**src/rtl/apb_master_fsm.sv**
```systemverilog
// APB requester: turns one accepted valid/ready command into a single APB SETUP+ACCESS
// transfer and returns the completion (read data, slave error or timeout) on a response port.
module apb_master_fsm #(
  parameter int ADDR_WIDTH     = 16,
  parameter int DATA_WIDTH     = 32,
  parameter int TIMEOUT_CYCLES = 16
) (
  input  logic                  clk,
  input  logic                  preset_n,
  input  logic                  req_valid,
  output logic                  req_ready,
  input  logic [ADDR_WIDTH-1:0] req_addr,
  input  logic                  req_write,
  input  logic [DATA_WIDTH-1:0] req_wdata,
  output logic                  rsp_valid,
  input  logic                  rsp_ready,
  output logic [DATA_WIDTH-1:0] rsp_rdata,
  output logic                  rsp_err,
  output logic                  rsp_timeout,
  output logic [ADDR_WIDTH-1:0] paddr,
  output logic                  pwrite,
  output logic                  psel,
  output logic                  penable,
  output logic [DATA_WIDTH-1:0] pwdata,
  input  logic                  pready,
  input  logic [DATA_WIDTH-1:0] prdata,
  input  logic                  pslverr
);

  typedef enum logic [1:0] {
    S_IDLE   = 2'd0,
    S_SETUP  = 2'd1,
    S_ACCESS = 2'd2,
    S_RESP   = 2'd3
  } state_t;

  // The counter holds (ACCESS cycles elapsed - 1), so it only needs to reach TIMEOUT_CYCLES-1.
  localparam int CW        = (TIMEOUT_CYCLES > 2) ? $clog2(TIMEOUT_CYCLES) : 1;
  localparam int TLAST_INT = (TIMEOUT_CYCLES > 0) ? TIMEOUT_CYCLES - 1 : 0;
  localparam logic [CW-1:0] LP_TLAST = CW'(TLAST_INT);

  state_t                r_state;
  state_t                w_next_state;
  logic [ADDR_WIDTH-1:0] r_addr;
  logic                  r_write;
  logic [DATA_WIDTH-1:0] r_wdata;
  logic [CW-1:0]         r_tcnt;
  logic [DATA_WIDTH-1:0] r_rsp_rdata;
  logic                  r_rsp_err;
  logic                  r_rsp_timeout;
  logic                  w_accept;
  logic                  w_done;
  logic                  w_tmo;

  assign w_accept = (r_state == S_IDLE) && req_valid;
  assign w_done   = (r_state == S_ACCESS) && pready;
  // pready on the final allowed ACCESS cycle takes priority over the timeout.
  assign w_tmo    = (TIMEOUT_CYCLES != 0) && (r_state == S_ACCESS) && !pready
                    && (r_tcnt == LP_TLAST);

  always_ff @(posedge clk or negedge preset_n) begin
    if (!preset_n) begin
      r_state <= S_IDLE;
    end else begin
      r_state <= w_next_state;
    end
  end

  always_comb begin
    w_next_state = r_state;
    req_ready    = 1'b0;
    psel         = 1'b0;
    penable      = 1'b0;
    rsp_valid    = 1'b0;
    pwdata       = '0;
    rsp_rdata    = '0;
    rsp_err      = 1'b0;
    rsp_timeout  = 1'b0;
    case (r_state)
      S_IDLE: begin
        req_ready = 1'b1;
        if (req_valid) w_next_state = S_SETUP;
      end
      S_SETUP: begin
        psel         = 1'b1;
        pwdata       = r_write ? r_wdata : '0;
        w_next_state = S_ACCESS;
      end
      S_ACCESS: begin
        psel    = 1'b1;
        penable = 1'b1;
        pwdata  = r_write ? r_wdata : '0;
        if (w_done || w_tmo) w_next_state = S_RESP;
      end
      S_RESP: begin
        rsp_valid   = 1'b1;
        rsp_rdata   = r_rsp_rdata;
        rsp_err     = r_rsp_err;
        rsp_timeout = r_rsp_timeout;
        if (rsp_ready) w_next_state = S_IDLE;
      end
      default: w_next_state = S_IDLE;
    endcase
  end

  assign paddr  = r_addr;
  assign pwrite = r_write;

  always_ff @(posedge clk or negedge preset_n) begin
    if (!preset_n) begin
      r_addr        <= '0;
      r_write       <= 1'b0;
      r_wdata       <= '0;
      r_tcnt        <= '0;
      r_rsp_rdata   <= '0;
      r_rsp_err     <= 1'b0;
      r_rsp_timeout <= 1'b0;
    end else begin
      if (w_accept) begin
        r_addr  <= req_addr;
        r_write <= req_write;
        r_wdata <= req_wdata;
      end
      if (r_state == S_SETUP) begin
        r_tcnt <= '0;
      end else if (r_state == S_ACCESS) begin
        r_tcnt <= r_tcnt + 1'b1;
      end
      if (w_done) begin
        r_rsp_err     <= pslverr;
        r_rsp_timeout <= 1'b0;
        r_rsp_rdata   <= (!r_write && !pslverr) ? prdata : '0;
      end else if (w_tmo) begin
        r_rsp_err     <= 1'b1;
        r_rsp_timeout <= 1'b1;
        r_rsp_rdata   <= '0;
      end
    end
  end

endmodule

```
**config.mk**
```make
export PLATFORM = sky130hd
export DESIGN_NAME = apb_master_fsm
export DESIGN_NICKNAME = d
export VERILOG_FILES = /design/src/rtl/apb_master_fsm.sv
export SDC_FILE = /design/constraint.sdc
export NUM_CORES = 1
export LEC_CHECK = 0
export BUFFER_PORTS_ARGS = -buffer_cell sky130_fd_sc_hd__buf_2
export CAP_MARGIN = 30
export CORE_MARGIN = 2
export CORE_UTILIZATION = 51
export DETAILED_ROUTE_END_ITERATION = 6
export HOLD_SLACK_MARGIN = 0.06
export PLACE_DENSITY = 0.85
export REMOVE_ABC_BUFFERS = 1
export SYNTH_ARGS = -nofsm -noshare
export SYNTH_HDL_FRONTEND = slang
export SYNTH_SLANG_ARGS = --single-unit
```
**constraint.sdc**
```tcl
create_clock -name clk -period 2.7 [get_ports clk]
set_clock_uncertainty 0.15 [all_clocks]
set_input_delay 0.54 -clock clk [delete_from_list [all_inputs] [get_ports clk]]
set_output_delay 0.54 -clock clk [all_outputs]
set_load 0.02 [all_outputs]
```
==> results.toml, run 1 <==
[status]
status = "complete, no violations"

[timing]
setup_slack_ps = 153
setup_viol = 0
tns_ps = 0
fmax_mhz = 393
finalHoldViolations = 0
rsz0062_at_grt = "false"
period_share = 0.943
maxSlewViolCount = 0
worst_pin_slew_ps = 888
hold_ws_ps = 259
fin_crit_ps = 2550
relSlewSlack = 0.408

[grt]
grt_pass1_wl_um = 14700
grt_max_degree = 50
grt_util_all_layers = 0.218
antenna_found_initial = 0
grt-ovfl-total = 0
grt_pass1_vias = 2954

[routing]
drtAntennaViolNets = 0
finalWirelength_um = 9190
first_iter_violations = 129
drt-pass1-iter-count = 4
vias = 3001
viasPerCell = 5.20
drc_errors = 0
wl_per_cell_um = 15.9

[power_and_ir_drop]
p_leak_nw = 2.78
power.density_nw_per_um2 = 1180
total_power_mw = 5.98
vdd_drop_max_v = 0.000729

[finish]
nFillCells = 642
insertedDiodeCount = 0
drive_gt1_frac = 0.518
layout_commonest_cell = "buf_2"
layout.nets = 563
design_area_um2 = 5090
fin_util = 0.669
syn_to_final_growth_pct = 29.3
layout_common_cells = "buf_2, dfrtp_1, mux2_2, and2_1"
stdcell_count = 577

[clock_network]
cts.clk_slew.worst_paths_ps = 90
root_buffer = "clkbuf_8"
cts_resized = 0
htree_num_levels = 3
cts_sinks = 89
cts_buffers = 9
clkLatencyLatePin_ps = 330
cts_max_path_buffers = 2
cts_tree = "done"

[critical_path]
start_kind = "flip-flop"
r2r_end = "r_rsp_rdata[2]$_DFFE_PN0P_"
crit_chain = "inv_1, ha_1, buf_4, and3_1, buf_2"
cp_max_fo = 41
path_buf_inv = 3
path_delay_family = "buffers and inverters"
path_class = "flip-flop to output pin"
cp-end-kind = "output pin"
crit_slowest_cell = "dfrtp_1"
crit_arrival_ps = 1860
crit-reg2reg-launch = "r_state[0]$_DFFE_PN0P_"
rrSetupSlack_ps = 680
slowest_delay_ps = 380
rr_worst_depth = 6
critical_path_required_ps = 2010

[synth]
syn_inst = 300
synth_area_um2 = 3940
ys.flop_type = "dfrtp_1"
synthDistinctLibCells = 31
async_flop_share = 1.00
synth-edff-count = 0
ys_seq_elements = 89
yosys_warnings = 0
synth_seq_area_share = 0.566
synth_area_per_cell_um2 = 13.1

[floorplanning]
die-area_um2 = 8430
initial_core_util = 0.517
die_h_um = 91.8
row_count = 32
ios = 174
core_um2 = 7610
die_x_um = 91.8

[placement]
place_hpwl_um = 6570
placed_area_um2 = 4880
place_ws_ps = 505
numPortBuffers = 173
place_inst = 560
gp_congestion = 0.822

[min_path]
min_delay_worst_endpoint = "r_rsp_rdata[3]$_DFFE_PN0P_"
whs_path_depth = 2
holdCritPathClass = "input pin to flip-flop"
hold_start = "prdata[3]"

[run]
cap_viol_max_count = 0
[sequential cells by signal, summed over array words and instances (netlist names)]
register,count
paddr,16
r_state,2
r_wdata,32
pwrite,1
r_rsp_timeout,1
r_rsp_rdata,32
r_tcnt,4
r_rsp_err,1
[worst reg2reg max path: stages, from the launching register on]
cell     delay, ps
dfrtp_1        410
inv_1          150
ha_1           400
nand2_2        140
nor3_4         330
buf_12         230
a22o_1         170
[power by group]
part	total (mW)	switching, mW	internal (mW)
Sequential	2.33	0.377	1.95
Combinational	2.75	1.53	1.22
Clock	0.900	0.450	0.451
Total	5.98	2.35	3.63
[area by class of cell]
| class | instances | area, um^2 | share of cell area |
|---|---|---|---|
| multi-input cells | 183 | 1550 | 0.304 |
| clock inverters | 5 | 55.1 | 0.0108 |
| clock buffers | 11 | 141 | 0.0278 |
| flip-flops and latches | 89 | 2230 | 0.438 |
| inverters | 6 | 22.5 | 0.00443 |
| well taps | 102 | 128 | 0.0251 |
| repair buffers | 181 | 968 | 0.190 |
[worst max path at each step]
| stage | startpoint | end | slack (ps) | cells past startpoint |
|---|---|---|---|---|
| after global routing | r_state[0]$_DFFE_PN0P_ | pwdata[6] | 40 | 5 |
| after detailed placement | r_state[0]$_DFFE_PN0P_ | pwdata[6] | 500 | 5 |
| after floorplan | r_state[0]$_DFFE_PN0P_ | paddr[13]$_DFFE_PN0P_ | 130 | 4 |
| after CTS | r_state[0]$_DFFE_PN0P_ | pwdata[6] | 130 | 5 |
| after global placement | r_state[0]$_DFFE_PN0P_ | pwdata[6] | 590 | 5 |
| final | r_state[0]$_DFFE_PN0P_ | pwdata[6] | 150 | 5 |
[kinds of logic (layout without fill, tap and decap cells)]
kind of cell,after synthesis,count (layout),share of synthesized area
DFF,89,89,0.566
and+or+nand+nor,82,82,0.134
muxes,51,51,0.146
AOI/OAI and AO/OA,44,44,0.0928
buffers and inverters,28,203,0.0420
adders and majority gates,6,6,0.0191
[per-layer routing]
layer	vias up	routed length, um	track usage
li1	1401	-	-
met4	0	183	0.0846
met5	-	0	0
met2	78	4930	0.375
met1	1505	3710	0.278
met3	17	362	0.0345
[Yosys cell counts (2+ instances only)]
cell type / number / share of area
a21oi_1: 3 / 0.0038
a22o_1: 32 / 0.071
and2_1: 34 / 0.054
and3_1: 32 / 0.051
buf_2: 6 / 0.0076
buf_6: 7 / 0.020
clkbuf_1: 9 / 0.0086
dfrtp_1: 89 / 0.57
ha_1: 6 / 0.019
inv_1: 6 / 0.0057
mux2_1: 4 / 0.011
mux2_2: 46 / 0.13
nand3b_1: 2 / 0.0038
nor2_1: 2 / 0.0019
nor2b_1: 3 / 0.0048
o21a_1: 2 / 0.0038
o21ai_0: 2 / 0.0025
o22ai_1: 2 / 0.0032
[repair_timing]
item                                   4_1_cts  5_1_grt
hold buffers                                 1        0
setup buffers                                0        0
endpoints found under the hold margin       27        0
(Power assumes the default switching activity.)
==> run 2: changes to the inputs <==
--- a/config.mk
+++ b/config.mk
@@ -10,6 +10,7 @@
 export CORE_MARGIN = 2
 export CORE_UTILIZATION = 51
 export DETAILED_ROUTE_END_ITERATION = 6
+export GPL_TIMING_DRIVEN = 0
 export HOLD_SLACK_MARGIN = 0.06
 export PLACE_DENSITY = 0.85
 export REMOVE_ABC_BUFFERS = 1
==> results.toml, run 2 (synthesized netlist as in run 1, its figures left out) <==
[run]
cap_viol_max_count = 0

[clock_network]
root_buffer = "clkbuf_8"
cts_tree = "done"
clkLatencyLatePin_ps = 340
cts_sinks = 89
cts.clk_slew.worst_paths_ps = 90
cts_buffers = 9
cts_max_path_buffers = 2
postCtsSetupBuffers = 0
htree_num_levels = 3

[floorplanning]
die-area_um2 = 8430
ios = 174
initial_core_util = 0.517
row_count = 32
core_um2 = 7610
die_h_um = 91.8
die_x_um = 91.8

[critical_path]
crit_slowest_cell = "ha_4"
path_delay_family = "adder cells"
r2r_end = "r_rsp_rdata[12]$_DFFE_PN0P_"
start_kind = "flip-flop"
path_class = "flip-flop to output pin"
rrSetupSlack_ps = 420
cp.depth = 4
critical_path_required_ps = 2010
cp_max_fo = 41
crit_arrival_ps = 1810
cp-end-kind = "output pin"
slowest_delay_ps = 520
rr_worst_depth = 6
crit-reg2reg-launch = "r_state[0]$_DFFE_PN0P_"
crit_chain = "inv_1, ha_4, and3_1, buf_2"
path_buf_inv = 2

[timing]
finalHoldViolations = 0
hold_ws_ps = 251
maxSlewViolCount = 0
fin_crit_ps = 2500
rsz0062_at_grt = "false"
period_share = 0.927
relSlewSlack = 0.405
worst_pin_slew_ps = 893
fmax_mhz = 400
setup_viol = 0

[finish]
layout.nets = 559
nFillCells = 597
layout_commonest_cell = "buf_2"
drive_gt1_frac = 0.518
layout_common_cells = "buf_2, dfrtp_1, mux2_2, and2_1"
syn_to_final_growth_pct = 29.2
insertedDiodeCount = 0

[routing]
vias = 2966
wl_per_cell_um = 15.6
drt-pass1-iter-count = 4
maxUsedRoutingLayer = "met4"
first_iter_violations = 109
met3_length_um = 331
drc_errors = 0
finalWirelength_um = 8960
met2_length_um = 4790
viasPerCell = 5.18
drt-met1-wl_um = 3670
drtAntennaViolNets = 0

[min_path]
min_delay_worst_endpoint = "r_rsp_rdata[17]$_DFFE_PN0P_"
whs_path_depth = 2
hold_start = "prdata[17]"
holdCritPathClass = "input pin to flip-flop"

[power_and_ir_drop]
clock_power_share = 0.155
p_leak_nw = 2.77
total_power_mw = 6.03
power.density_nw_per_um2 = 1190
p_switching_mw = 2.36
seqPwrFrac = 0.385
vdd_drop_max_v = 0.000623
p_sw_frac = 0.391
p_int_mw = 3.67
combPwrFrac = 0.460

[status]
status = "complete, no violations"

[placement]
gp_congestion = 0.846
numPortBuffers = 173
place_hpwl_um = 6450

[grt]
grt_pass1_vias = 2888
grt-ovfl-total = 0
grt_max_degree = 48
grt_pass1_wl_um = 14300
grt_util_all_layers = 0.215
antenna_found_initial = 0
## run 2: timing repair
| item | 4_1_cts | 5_1_grt |
|---|---|---|
| hold buffers | 1 | 0 |
| gates resized for setup | 2 | 1 |
| hold endpoints to repair | 42 | 0 |
| setup endpoints to repair | 33 | 35 |
| pin swaps | 0 | 0 |
## run 2: layout make-up
| class | instances | area [um^2] | area share |
|---|---|---|---|
| flip-flops and latches | 89 | 2230 | 0.438 |
| well taps | 102 | 128 | 0.0251 |
| multi-input cells | 183 | 1560 | 0.307 |
| repair buffers | 177 | 941 | 0.185 |
| clock inverters | 4 | 51.3 | 0.0101 |
| inverters | 6 | 22.5 | 0.00443 |
| clock buffers | 12 | 155 | 0.0305 |
## run 2: routing by layer
layer	up-vias	global-route usage
met5	-	0
met4	0	0.0970
met3	13	0.0386
met2	64	0.354
met1	1497	0.280
li1	1392	-
## run 2: power groups by stage
stage,combinational (mW),clock (mW),sequential [mW]
after CTS,2.80,0.968,2.32
after floorplan,1.75,0,2.39
after global routing,3.00,1.03,2.41
after detailed placement,2.76,0,2.34
after global placement,2.66,0,2.30
final,2.78,0.934,2.32
## run 2: per-stage QoR
step	instances	setup TNS, ps	setup WS (ps)	util	cell area (um^2)
after CTS	573	0	30.2	0.668	5080
after floorplan	278	0	134	-	3790
after global placement	553	-9010	-205	0.629	4790
after detailed placement	556	0	62.6	0.638	4850
final	573	0	198	0.668	5080
after global routing	573	0	82.0	0.668	5080
## run 2: worst max path at each step
| stage | startpoint | end | slack (ps) |
|---|---|---|---|
| CTS | r_state[1]$_DFFE_PN0P_ | rsp_rdata[6] | 30 |
| finish | r_state[0]$_DFFE_PN0P_ | pwdata[5] | 200 |
| floorplan | r_state[0]$_DFFE_PN0P_ | paddr[13]$_DFFE_PN0P_ | 130 |
| global route | pwrite$_DFFE_PN0P_ | pwdata[27] | 80 |
| global placement | r_state[0]$_DFFE_PN0P_ | paddr[14]$_DFFE_PN0P_ | -200 |
| detailed placement | r_state[0]$_DFFE_PN0P_ | pwdata[5] | 60 |
==> run 3: changes to the inputs <==
--- a/config.mk
+++ b/config.mk
@@ -5,7 +5,7 @@
 export SDC_FILE = /design/constraint.sdc
 export NUM_CORES = 1
 export LEC_CHECK = 0
-export BUFFER_PORTS_ARGS = -buffer_cell sky130_fd_sc_hd__buf_2
+export BUFFER_PORTS_ARGS = -buffer_cell sky130_fd_sc_hd__clkbuf_2
 export CAP_MARGIN = 30
 export CORE_MARGIN = 2
 export CORE_UTILIZATION = 51
==> results.toml, run 3 (synthesized netlist as in run 1, its figures left out) <==
[status]
status = "complete, no violations"

[floorplanning]
initial_core_util = 0.517
die_x_um = 91.8
die_h_um = 91.8
row_count = 32
ios = 174
core_um2 = 7610
die-area_um2 = 8430

[grt]
antenna_found_initial = 0
grt_pass1_vias = 2839
grt-ovfl-total = 0
grt_max_degree = 53
grt_util_all_layers = 0.213
grt_pass1_wl_um = 14200

[clock_network]
cts.clk_slew.worst_paths_ps = 90
cts_sinks = 89
clkLatencyLatePin_ps = 340
postCtsSetupBuffers = 0
cts_tree = "done"
root_buffer = "clkbuf_8"
cts_buffers = 9
cts_max_path_buffers = 2
htree_num_levels = 3

[power_and_ir_drop]
total_power_mw = 5.99
p_leak_nw = 2.74
power.density_nw_per_um2 = 1180
vdd_drop_max_v = 0.000682

[timing]
finalHoldViolations = 0
rsz0062_at_grt = "false"
setup_slack_ps = 155
fmax_mhz = 393
worst_pin_slew_ps = 929
maxSlewViolCount = 0
hold_ws_ps = 253
fin_crit_ps = 2550
period_share = 0.943
setup_viol = 0
relSlewSlack = 0.381

[routing]
finalWirelength_um = 8900
vias = 2931
drc_errors = 0
drt-pass1-iter-count = 4
wl_per_cell_um = 15.5
first_iter_violations = 117
drtAntennaViolNets = 0
viasPerCell = 5.11

[critical_path]
cp-end-kind = "output pin"
r2r_end = "r_rsp_rdata[24]$_DFFE_PN0P_"
path_class = "flip-flop to output pin"
crit-reg2reg-launch = "r_state[0]$_DFFE_PN0P_"
cp_max_fo = 37
critical_path_required_ps = 2010
crit_arrival_ps = 1860
rrSetupSlack_ps = 430
rr_worst_depth = 6
start_kind = "flip-flop"

[finish]
nFillCells = 615
layout_commonest_cell = "clkbuf_2"
drive_gt1_frac = 0.519
layout_common_cells = "clkbuf_2, dfrtp_1, mux2_2, and2_1"
design_area_um2 = 5080
insertedDiodeCount = 0
syn_to_final_growth_pct = 29.1
fin_util = 0.668
layout.nets = 560

[placement]
numPortBuffers = 173
placed_area_um2 = 4880
place_hpwl_um = 6400
gp_congestion = 0.848
place_ws_ps = 380

[min_path]
hold_start = "req_addr[13]"
holdCritPathClass = "input pin to flip-flop"
min_delay_worst_endpoint = "paddr[13]$_DFFE_PN0P_"
whs_path_depth = 2

[run]
cap_viol_max_count = 0
-- run 3: cell count changes in the layout (fill, tap and decap cells not counted) --
cell	delta
bufinv_16	-1
buf_16	+1
ha_2	+1
buf_4	-1
clkinvlp_4	-1
clkbuf_4	+1
clkbuf_2	+172
clkinv_4	+1
ha_4	-1
buf_2	-172
clkinv_2	+1
-- run 3: cell type report --
class / instances / area [um^2] / area share
Inverter: 6 / 22.5 / 0.00443
Clock buffer: 12 / 155 / 0.0305
Sequential cell: 89 / 2230 / 0.439
Clock inverter: 4 / 27.5 / 0.00542
Timing Repair Buffer: 178 / 968 / 0.191
Multi-Input combinational cell: 183 / 1550 / 0.305
Tap cell: 102 / 128 / 0.0251
-- run 3: what timing repair did --
item                                    in CTS  in global routing
gates resized for setup                      0                  2
hold buffers                                 1                  0
endpoints found under the hold margin        4                  0
endpoints found under the setup margin       0                 64
-- run 3: how the worst max path moves through the flow --
stage                            endpoint  slack, ps                   start
floorplan           paddr[13]$_DFFE_PN0P_        130  r_state[0]$_DFFE_PN0P_
global placement    paddr[14]$_DFFE_PN0P_       -220  r_state[0]$_DFFE_PN0P_
detailed placement           rsp_rdata[6]        380  r_state[1]$_DFFE_PN0P_
CTS                          rsp_rdata[6]          2  r_state[1]$_DFFE_PN0P_
global route                    pwdata[9]          3  r_state[1]$_DFFE_PN0P_
finish                          pwdata[0]        150  r_state[1]$_DFFE_PN0P_
-- run 3: where the power goes --
group | switching (mW) | internal [mW] | total [mW]
combinational | 1.55 | 1.28 | 2.83
clock | 0.460 | 0.386 | 0.846
sequential | 0.363 | 1.95 | 2.32
total | 2.38 | 3.62 | 5.99
-- run 3: worst max-delay path, stage by stage, from the launching register on --
cell,delay (ps)
dfrtp_1,410
inv_1,110
ha_2,440
buf_16,190
and3_1,170
clkbuf_2,180
-- run 3: per-layer routing --
layer  vias up  share of wire  track usage
met5         -              0            0
met4         0          0.031       0.0908
met3        23          0.039       0.0477
met2        75           0.49        0.342
met1      1434           0.43        0.280
li1       1399              -            -
-- run 3: metrics by stage --
| stage | std cells | TNS [ps] |
|---|---|---|
| final | 574 | 0 |
| after global routing | 574 | 0 |
| after CTS | 574 | 0 |
| after detailed placement | 557 | 0 |
| after global placement | 553 | -10940 |
| after floorplan | 278 | 0 |
